### src/rtl/sig_credit_rx.sv
// Credit-based receive buffer: valid-only input beats land in a DEPTH-entry FIFO, drain over valid/ready,
// and every freed entry returns one credit pulse. Define SIG_CREDIT_RX_BYPASS_EN for a zero-latency empty bypass.
module sig_credit_rx #(
    parameter int WIDTH = 1,
    parameter int DEPTH = 4
) (
    input  logic                         clk,
    input  logic                         rst,
    input  logic                         sig_in_vld,
    input  logic [WIDTH-1:0]             sig_in,
    output logic                         sig_out_vld,
    input  logic                         sig_out_rdy,
    output logic [WIDTH-1:0]             sig_out,
    output logic                         crd_ret,
    output logic [$clog2(DEPTH+1)-1:0]   level,
    output logic                         ovf_err
);

    localparam int LW = $clog2(DEPTH + 1);
    localparam int PW = $clog2(DEPTH);
    localparam logic [LW-1:0] FULL = LW'(DEPTH);
    localparam logic [PW-1:0] LAST = PW'(DEPTH - 1);

    logic [WIDTH-1:0] mem_q [DEPTH];
    logic [WIDTH-1:0] mem_d [DEPTH];
    logic [PW-1:0]    wr_ptr_q, wr_ptr_d;
    logic [PW-1:0]    rd_ptr_q, rd_ptr_d;
    logic [LW-1:0]    level_q, level_d;
    logic             crd_ret_q, crd_ret_d;
    logic             ovf_err_q, ovf_err_d;

    logic pop;
    logic pop_mem;
    logic push;
    logic byp_take;
    logic overflow;

    // Explicit compare so non-power-of-two depths wrap correctly.
    function automatic logic [PW-1:0] ptr_inc(input logic [PW-1:0] p);
        return (p == LAST) ? '0 : p + 1'b1;
    endfunction

    always_comb begin
`ifdef SIG_CREDIT_RX_BYPASS_EN
        if (level_q == '0) begin
            sig_out_vld = sig_in_vld;
            sig_out     = sig_in;
        end else begin
            sig_out_vld = 1'b1;
            sig_out     = mem_q[rd_ptr_q];
        end
        byp_take = (level_q == '0) && sig_in_vld && sig_out_rdy;
`else
        sig_out_vld = (level_q != '0);
        sig_out     = mem_q[rd_ptr_q];
        byp_take    = 1'b0;
`endif
    end

    // A bypassed beat counts as a pop for credit purposes but never touches the array.
    always_comb begin
        pop      = sig_out_vld && sig_out_rdy;
        pop_mem  = pop && !byp_take;
        push     = sig_in_vld && ((level_q != FULL) || pop_mem) && !byp_take;
        overflow = sig_in_vld && (level_q == FULL) && !pop;
    end

    always_comb begin
        mem_d    = mem_q;
        wr_ptr_d = wr_ptr_q;
        rd_ptr_d = rd_ptr_q;
        level_d  = level_q;
        if (push) begin
            mem_d[wr_ptr_q] = sig_in;
            wr_ptr_d        = ptr_inc(wr_ptr_q);
        end
        if (pop_mem) begin
            rd_ptr_d = ptr_inc(rd_ptr_q);
        end
        case ({push, pop_mem})
            2'b10:   level_d = level_q + 1'b1;
            2'b01:   level_d = level_q - 1'b1;
            default: level_d = level_q;
        endcase
        crd_ret_d = pop;
        ovf_err_d = ovf_err_q || overflow;
    end

    always_ff @(posedge clk) begin
        if (rst) begin
            for (int i = 0; i < DEPTH; i++) begin
                mem_q[i] <= '0;
            end
            wr_ptr_q  <= '0;
            rd_ptr_q  <= '0;
            level_q   <= '0;
            crd_ret_q <= 1'b0;
            ovf_err_q <= 1'b0;
        end else begin
            mem_q     <= mem_d;
            wr_ptr_q  <= wr_ptr_d;
            rd_ptr_q  <= rd_ptr_d;
            level_q   <= level_d;
            crd_ret_q <= crd_ret_d;
            ovf_err_q <= ovf_err_d;
        end
    end

    assign crd_ret = crd_ret_q;
    assign level   = level_q;
    assign ovf_err = ovf_err_q;

endmodule

### config.mk
export PLATFORM = sky130hd
export DESIGN_NAME = sig_credit_rx
export DESIGN_NICKNAME = d
export VERILOG_FILES = /design/src/rtl/sig_credit_rx.sv
export SDC_FILE = /design/constraint.sdc
export NUM_CORES = 1
export LEC_CHECK = 0
export CORE_UTILIZATION = 30
export DETAILED_ROUTE_END_ITERATION = 16
export PLACE_DENSITY = 0.52
export SYNTH_ARGS = -nofsm -noshare
export SYNTH_HDL_FRONTEND = slang
export SYNTH_SLANG_ARGS = --single-unit
### constraint.sdc
create_clock -name clk -period 3.3 [get_ports clk]
set_input_delay 0.66 -clock clk [delete_from_list [all_inputs] [get_ports clk]]
set_output_delay 0.66 -clock clk [all_outputs]
set_load 0.01 [all_outputs]
# ---- Word level (Yosys, flattened, before mapping)
# Index checks and enable logic that the tools add are counted.
dict set report classes {
  addsub 4
  multipliers 0
  div 0
  magnitude_cmp 3
  n_eq_ne 6
  n_shift 0
  muxes 9
  bitwise 2
  reduce_logical 10
}
# operator count
set ops {}
lappend ops {{$eq A2 B2 Y1 const B} 3}
lappend ops {{$ge A3 B3 Y1 const B} 2}
lappend ops {{$not A2 Y3} 2}
lappend ops {{$pmux W3 S2} 1}
lappend ops {{$logic_and A1 B1 Y1} 5}
lappend ops {{$add A2 B1 Y2 const B} 2}
lappend ops {{$bwmux W4} 1}
lappend ops {{$mux W2} 2}
lappend ops {{$add A3 B1 Y3 const B} 1}
lappend ops {{$eq A3 B3 Y1 const B} 1}
lappend ops {{$lt A3 B1 Y1 const B} 1}
lappend ops {{$mux W1} 3}
lappend ops {{$ne A3 B3 Y1 const B} 1}
lappend ops {{$reduce_bool A3 Y1} 1}
lappend ops {{$sub A3 B1 Y3 const B} 1}
lappend ops {{$bmux W1 S2} 1}
lappend ops {{$demux W1 S2} 1}
lappend ops {{$eq A2 B1 Y1 const B} 1}
lappend ops {{$logic_or A1 B1 Y1} 2}
lappend ops {{$reduce_bool A2 Y1} 1}
lappend ops {{$logic_not A1 Y1} 1}
dict set report word_totals {
  reg_bits 13
  latchBits 0
  mem_bits_rw 0
  rom_bits 0
  mem_count 0
}

# ---- Logic depth before layout (Yosys ltp)
# Gate-level depths: netlist of run 1.
dict set report depth {
  ltp_word 6
  depth_mapped 9
  mapped_depth_nobuf 8
}

# ---- Least setup slack after synthesis of run 1
# OpenSTA, ideal clock, no wires.
dict set report synth_timing {
  path_kind {input -> register}
  startpoint {input sig_out_rdy}
  endpoint {register level_q[2], in the netlist level[2]}
  setup_ns 0.071
  arrival_time_ns 2.486
  t_required_ns 3.229
  path_slack_ns 0.743
  stages 9
  n_path_buf 1
  path_cell_list {or4b_1 > buf_2 > nand2_2 > ha_1 > inv_1 > fa_1 > xor2_1 > or3_1 > a21oi_1}
}
dict set report synth_between {
  elab_chain_cells 5
}
# element line_no
set synth_rtl {}
lappend synth_rtl {{start, declared} 12} ;# input logic sig_out_rdy,
lappend synth_rtl {{$logic_and A1 B1 Y1 (*)} 62} ;# pop = sig_out_vld && sig_out_rdy;
lappend synth_rtl {{$logic_or A1 B1 Y1} 64} ;# push = sig_in_vld && ((level_q != FULL) || pop_mem) && !byp_take;
lappend synth_rtl {{$logic_and A1 B1 Y1} 64}
lappend synth_rtl {{$eq A2 B1 Y1 or $eq A2 B2 Y1 (tied branches)} 80} ;# case ({push, pop_mem})
lappend synth_rtl {{$pmux W3 S2 or $reduce_bool A2 Y1 (tied branches)} -}
lappend synth_rtl {{end signal, assigned} 103} ;# level_q <= level_d;
lappend synth_rtl {{end, declared} 28} ;# logic [LW-1:0] level_q, level_d;
# Mark *: on every way between the ends. The rest lies on a longest branch, timed or not.
# A chain may end at the register's enable or synchronous reset.

# ---- Worst setup path in the final report of run 1
# Same ends and word-level chain as after synthesis.

==> flow_summary_export.csv, run 1 <==
group,metric,value,unit
critical_path,worst_setup_path_start_kind,"input port",
critical_path,regToRegEndpoint,"level[2]$_SDFFE_PP0P_",
detailed_routing,drt_iter0_drc,1,
timing,finalSetupViolations,0,
layout,fin_nets,98,
global_routing,grt_overflow,0,
place,io_buffers,11,
clock_network,cts_tree,"done",
timing,slew_viol_final,0,
critical_path,crit_path_max_fanout,3,
floorplanning,die_h,49.5,um
logic_synthesis,yosysSeqAreaShare,38.5,%
pwr,vdd_ir_drop_max,418,uV
timing,hold_viol,0,
timing,max-slew-margin-rel,58.2,%
clock_network,cts_sinks,13,
critical_path,crit_path_end_kind,"flip-flop",
hold_path,min-delay-start,"ovf_err$_SDFF_PP0_",
layout,syn_to_final_growth,25.6,%
layout,n_antenna_cell,0,
clock_network,cts_buffers,3,
place,pre_cts_ws,0.287,ns
critical_path,worst-setup-path-type,"in -> reg",
timing,postLayoutSetupSlackWorst,0.573,ns
clock_network,clk_pin_slew,0.09,ns
logic_synthesis,syn_inst,71,
hold_path,holdPathStages,2,
logic_synthesis,synth_area,676,um^2
flow_run,drv_cap,0,
clock_network,cts_setup_buffers,0,
place,dp_hpwl,886,um
floorplanning,dieWidth,49.5,um
floorplanning,initial_utilization,33.1,%
hold_path,whs_endpoint,"ovf_err$_SDFF_PP0_",
floorplanning,pin_count,12,
timing,fmax,367,MHz
layout,final_util,41.5,%
layout,layout-drive-gt1-share,9.41,%
place,gp_congestion,0.745,
timing,tightest_slew,0.622,ns
detailed_routing,drc,0,
pwr,p_leak,0.362,nW
floorplanning,die-area,2450,um^2
layout,ff_latch_area,260,um^2
status,outcome,"finished, final reports clean",
clock_network,clk_latency,0.28,ns
critical_path,ff2ff_setup_slack,0.96,ns
detailed_routing,post_drt_wl_per_cell,11.1,um
detailed_routing,via_count,529,
layout,fill_cells,212,
clock_network,clock_path_buffers,2,
global_routing,antenna_found_initial,0,
detailed_routing,routed_wl,1.24,mm
logic_synthesis,synth_fp_nets,83,
critical_path,arrival,2.94,ns
clock_network,cts_resized,0,
critical_path,ff2ff_path_depth,8,
floorplanning,row_count,16,
clock_network,cts_root_buf,"clkbuf_4",
logic_synthesis,ys_seq_elements,13,
clock_network,htreeDepth,1,
logic_synthesis,synth_warnings,0,
timing,tns,0,ns
layout,multi_input_area,380,um^2
global_routing,grt_usage,12.8,%
pwr,p_per_area,650,nW/um^2
critical_path,required,3.51,ns
logic_synthesis,avgSynthCellArea,9.52,um^2
global_routing,grt_pass1_vias,517,
timing,grt_setup_unrepaired,"no",
floorplanning,core-area,2040,um^2
detailed_routing,ant_nets,0,
hold_path,min_path_type,"reg -> reg",
timing,clock_skew,0.0111,ns
clock_network,holdBufCountCts,0,
global_routing,grt_pass1_wl,2.34,mm
detailed_routing,via_per_inst,4.72,
global_routing,grt_start_max_net_pins,16,
detailed_routing,dr.pass1.iters,2,
timing,post-route-min-period,2.73,ns
critical_path,r2r_start,"level[0]$_SDFFE_PP0P_",
logic_synthesis,yosysUniqueCellTypes,25,
timing,finalCritPeriodShare,82.6,%
==> cell usage after synthesis <==
cell type   n  area share (%)
o31ai_1     1             1.1
nand2_1     1            0.56
mux2i_1     5             7.4
fa_1        1             3.0
or3_1       3             2.8
ha_1        6              11
o21ai_0     1            0.74
nand3_1     5             3.7
a21oi_1     4             3.0
xor2_1      2             2.6
dfxtp_1    13              39
nand2_2     1            0.93
buf_1       1            0.56
a21o_1      1             1.1
nor4b_1     1             1.3
nand2b_1    5             4.6
inv_1       6             3.3
buf_2       1            0.74
nor3_1      1            0.74
clkbuf_1    1            0.56
or4b_1      1             1.5
nor2_1      7             3.9
mux4_2      1             3.3
mux2_1      1             1.7
a21oi_2     1             1.3
==> worst max-delay path: stages <==
cell and delay, ns:
clkdlybuf4s50_1 0.43, or4b_1 0.51, nand2_2 0.11, ha_1 0.19, inv_1 0.07, fa_1 0.37, xor2_1 0.16, or3_1 0.30
a21oi_1 0.14
==> metrics by stage <==
stage / cells / hold slack (ns) / total power, mW / area (um^2)
4_1_cts: 112 / 0.485 / 0.562 / 848
6_report: 112 / 0.483 / 0.552 / 848
5_1_grt: 112 / 0.501 / 0.605 / 848
3_5_place_dp: 108 / 0.462 / 0.456 / 822
2_1_floorplan: 71 / 0.449 / 0.361 / 676
3_3_place_gp: 108 / 0.461 / 0.452 / 822
==> state kept, by name, summed over array words and instances (netlist names) <==
| register | cells |
|---|---|
| crd_ret | 1 |
| level | 3 |
| mem_q | 4 |
| ovf_err | 1 |
| rd_ptr_q | 2 |
| wr_ptr_q | 2 |
==> how the worst max path moves through the flow <==
stage | start | endpoint | slack (ns) | cells past startpoint
3_5_place_dp | sig_out_rdy | level[2]$_SDFFE_PP0P_ | 0.29 | 9
2_1_floorplan | sig_out_rdy | level[2]$_SDFFE_PP0P_ | 0.74 | 9
5_1_grt | sig_out_rdy | level[2]$_SDFFE_PP0P_ | 0.46 | 9
3_3_place_gp | sig_out_rdy | level[2]$_SDFFE_PP0P_ | 0.34 | 9
6_report | sig_out_rdy | level[2]$_SDFFE_PP0P_ | 0.57 | 9
4_1_cts | sig_out_rdy | level[2]$_SDFFE_PP0P_ | 0.59 | 9
==> metal layers <==
metal / track usage (%) / part of all wire, %
met1: 17.7 / 54
met2: 17.1 / 39
met3: 6.17 / 5.6
met4: 4.29 / 1.1
met5: 0 / 0
==> cell usage in the layout, fill, tap and decap left out, types with 2 or more instances in the layout <==
cell / netlist / final
ha_1: 6 / 6
clkdlybuf4s50_1: 0 / 11
a21oi_1: 4 / 4
nand3_1: 5 / 5
nor2_1: 7 / 7
mux2i_1: 5 / 5
inv_1: 6 / 6
clkbuf_4: 0 / 3
or3_1: 3 / 3
buf_4: 0 / 2
xor2_1: 2 / 2
nand2b_1: 5 / 5
dfxtp_1: 13 / 13
==> where the power goes <==
part | switching, mW | leakage [nW] | total (mW) | internal (mW)
logic | 0.104 | 0.241 | 0.227 | 0.124
registers | 0.0363 | 0.106 | 0.224 | 0.188
clock network | 0.0533 | 0.0150 | 0.100 | 0.0469
total | 0.193 | 0.362 | 0.552 | 0.358
==> cell families (layout without fill, tap and decap cells) <==
group,count (synthesis),after routing,share of synthesized area (%)
AOI/OAI and AO/OA,8,8,7.22
DFF,13,13,38.5
muxes,7,7,12.4
adders and majority gates,7,7,14.1
buffers and inverters,9,23,5.18
and+or+nand+nor,25,25,20.0
xor gates and xnor gates,2,2,2.59
==> final cells by class <==
type                            instances  area share [%]
Sequential cell                        13            30.7
Timing Repair Buffer                   13            14.7
Inverter                                6            2.65
Multi-Input combinational cell         49            44.8
Clock buffer                            4            3.10
Tap cell                               27            3.98
(Power assumes the default switching activity.)
==> run 2: changes to the inputs <==
==> constraint.sdc (replaced) <==
create_clock -name clk -period 2.67 [get_ports clk]
set_input_delay 0.534 -clock clk [delete_from_list [all_inputs] [get_ports clk]]
set_output_delay 0.534 -clock clk [all_outputs]
set_load 0.01 [all_outputs]
==> run 2 against run 1 <==
Worst setup slack lost 0.49 ns. Utilization grew 1.3 points. Sequential power grew 24%. Combinational power rose by 34%. Non-clock buffer count grew 3. Power up 28%. Critical path depth unchanged. Global-route usage is essentially flat. Via count shrank 0.19%. Largest cell class unchanged. Highest routed layer unchanged.
==> flow_summary_export.csv, run 2 (same netlist as run 1, synthesis figures left out) <==
group,metric,value,unit
place,dp_hpwl,895,um
timing,hold_ws,0.477,ns
critical_path,crit_path_max_fanout,3,
global_routing,grt_pass1_vias,550,
detailed_routing,routed_wl,1.29,mm
timing,hold_viol,0,
place,pre_cts_ws,-0.204,ns
floorplanning,core-area,2040,um^2
global_routing,grt_overflow,0,
clock_network,cts_tree,"done",
place,io_buffers,11,
clock_network,cts_root_buf,"clkbuf_4",
global_routing,grt_pass1_wl,2.35,mm
pwr,power,706,uW
layout,final_util,42.8,%
floorplanning,die-area,2450,um^2
status,outcome,"finished, final reports clean",
clock_network,htreeDepth,1,
clock_network,holdBufCountCts,0,
pwr,p_per_area,808,nW/um^2
timing,fmax,387,MHz
critical_path,crit_path_end_kind,"flip-flop",
timing,max-slew-margin-rel,66.2,%
layout,largest_reg_flops,4,
critical_path,worst-setup-path-type,"in -> reg",
global_routing,antenna_found_initial,0,
detailed_routing,post_drt_wl_per_cell,11.2,um
place,gp_congestion,0.738,
flow_run,drv_cap,0,
layout,syn_to_final_growth,29.4,%
timing,grt_setup_unrepaired,"no",
detailed_routing,dr.pass1.iters,2,
layout,n_antenna_cell,0,
timing,clock_skew,0.00781,ns
clock_network,cts_sinks,13,
timing,postLayoutSetupSlackWorst,0.0873,ns
layout,fin_nets,101,
clock_network,clk_pin_slew,0.09,ns
detailed_routing,via_per_inst,4.59,
floorplanning,dieWidth,49.5,um
layout,mostFrequentLayoutCells,"dfxtp_1, clkdlybuf4s50_1, nor2_1",
global_routing,grt_start_max_net_pins,16,
detailed_routing,ant_nets,0,
timing,slew_viol_final,0,
detailed_routing,drc,0,
critical_path,arrival,2.79,ns
layout,fill_cells,233,
timing,tns,0,ns
critical_path,path_cells,"clkdlybuf4s50_1 -> or4b_4 -> nand2_2 -> ha_1 -> inv_1 -> fa_1 -> xor2_1 -> or3_1 -> a21oi_1",
detailed_routing,via_count,528,
global_routing,grt_usage,12.8,%
layout,final_common_cell,"dfxtp_1",
layout,top_register,"mem_q",
timing,tightest_slew,0.505,ns
critical_path,required,2.88,ns
pwr,vdd_ir_drop_max,495,uV
layout,layout-drive-gt1-share,13.6,%
timing,post-route-min-period,2.58,ns
critical_path,worst_setup_path_start_kind,"input port",
clock_network,clock_path_buffers,2,
timing,finalCritPeriodShare,96.7,%
timing,finalSetupViolations,0,
critical_path,crit_buf_inv,2,
critical_path,slowest_delay,0.50,ns
clock_network,cts_setup_buffers,0,
critical_path,cp_slowest_cell,"or4b_4",
pwr,p_leak,0.379,nW
clock_network,clk_latency,0.28,ns
clock_network,cts_buffers,3,
floorplanning,die_h,49.5,um
floorplanning,row_count,16,
floorplanning,initial_utilization,33.1,%
critical_path,path_delay_family,"simple AND/OR/NAND/NOR gates",
floorplanning,pin_count,12,
detailed_routing,drt_iter0_drc,1,
clock_network,cts_resized,0,
hold_path,min_path_type,"reg -> reg",
## run 2: worst paths after layout
check                        start                     to  slack, ns  cells past startpoint
max reg2reg  level[0]$_SDFFE_PP0P_  level[2]$_SDFFE_PP0P_       0.35                      8
max                    sig_out_rdy  level[2]$_SDFFE_PP0P_       0.09                      9
min          mem_q[1]$_SDFFE_PP0P_  mem_q[1]$_SDFFE_PP0P_       0.48                      2
min reg2reg  mem_q[1]$_SDFFE_PP0P_  mem_q[1]$_SDFFE_PP0P_       0.48                      2
## run 2: stage by stage
stage | area, um^2 | std cells
floorplan | 676 | 71
global placement | 845 | 111
detailed placement | 845 | 111
CTS | 871 | 115
global route | 875 | 115
finish | 875 | 115
## run 2: layout make-up
type / instances / area, um^2 / share of cell area, %
flip-flops and latches: 13 / 260 / 29.8
well taps: 27 / 33.8 / 3.86
inverters: 6 / 22.5 / 2.58
repair buffers: 16 / 148 / 16.9
clock buffers: 4 / 26.3 / 3.00
multi-input cells: 49 / 384 / 43.9
## run 2: per-layer routing
metal	share of wire, %	vias up	global-route usage (%)
li1	-	274	-
met1	53	242	15.7
met2	43	10	21.0
met3	3.6	2	2.16
met4	1.1	0	7.14
met5	0	-	0
## run 2: report_power, final
part	switching (mW)	leakage [nW]	internal, mW	total, mW
clock	0.0657	0.0150	0.0578	0.124
combinational	0.135	0.257	0.170	0.305
sequential	0.0456	0.106	0.232	0.277
## run 2: worst register-to-register path: cells and delay by family (launching register included)
family	cells	cell delay, ns
simple gates	3	0.96
flops	1	0.38
compound gates	1	0.14
fa+ha+maj	2	0.55
xor+xnor	1	0.16
buf+inv	1	0.06
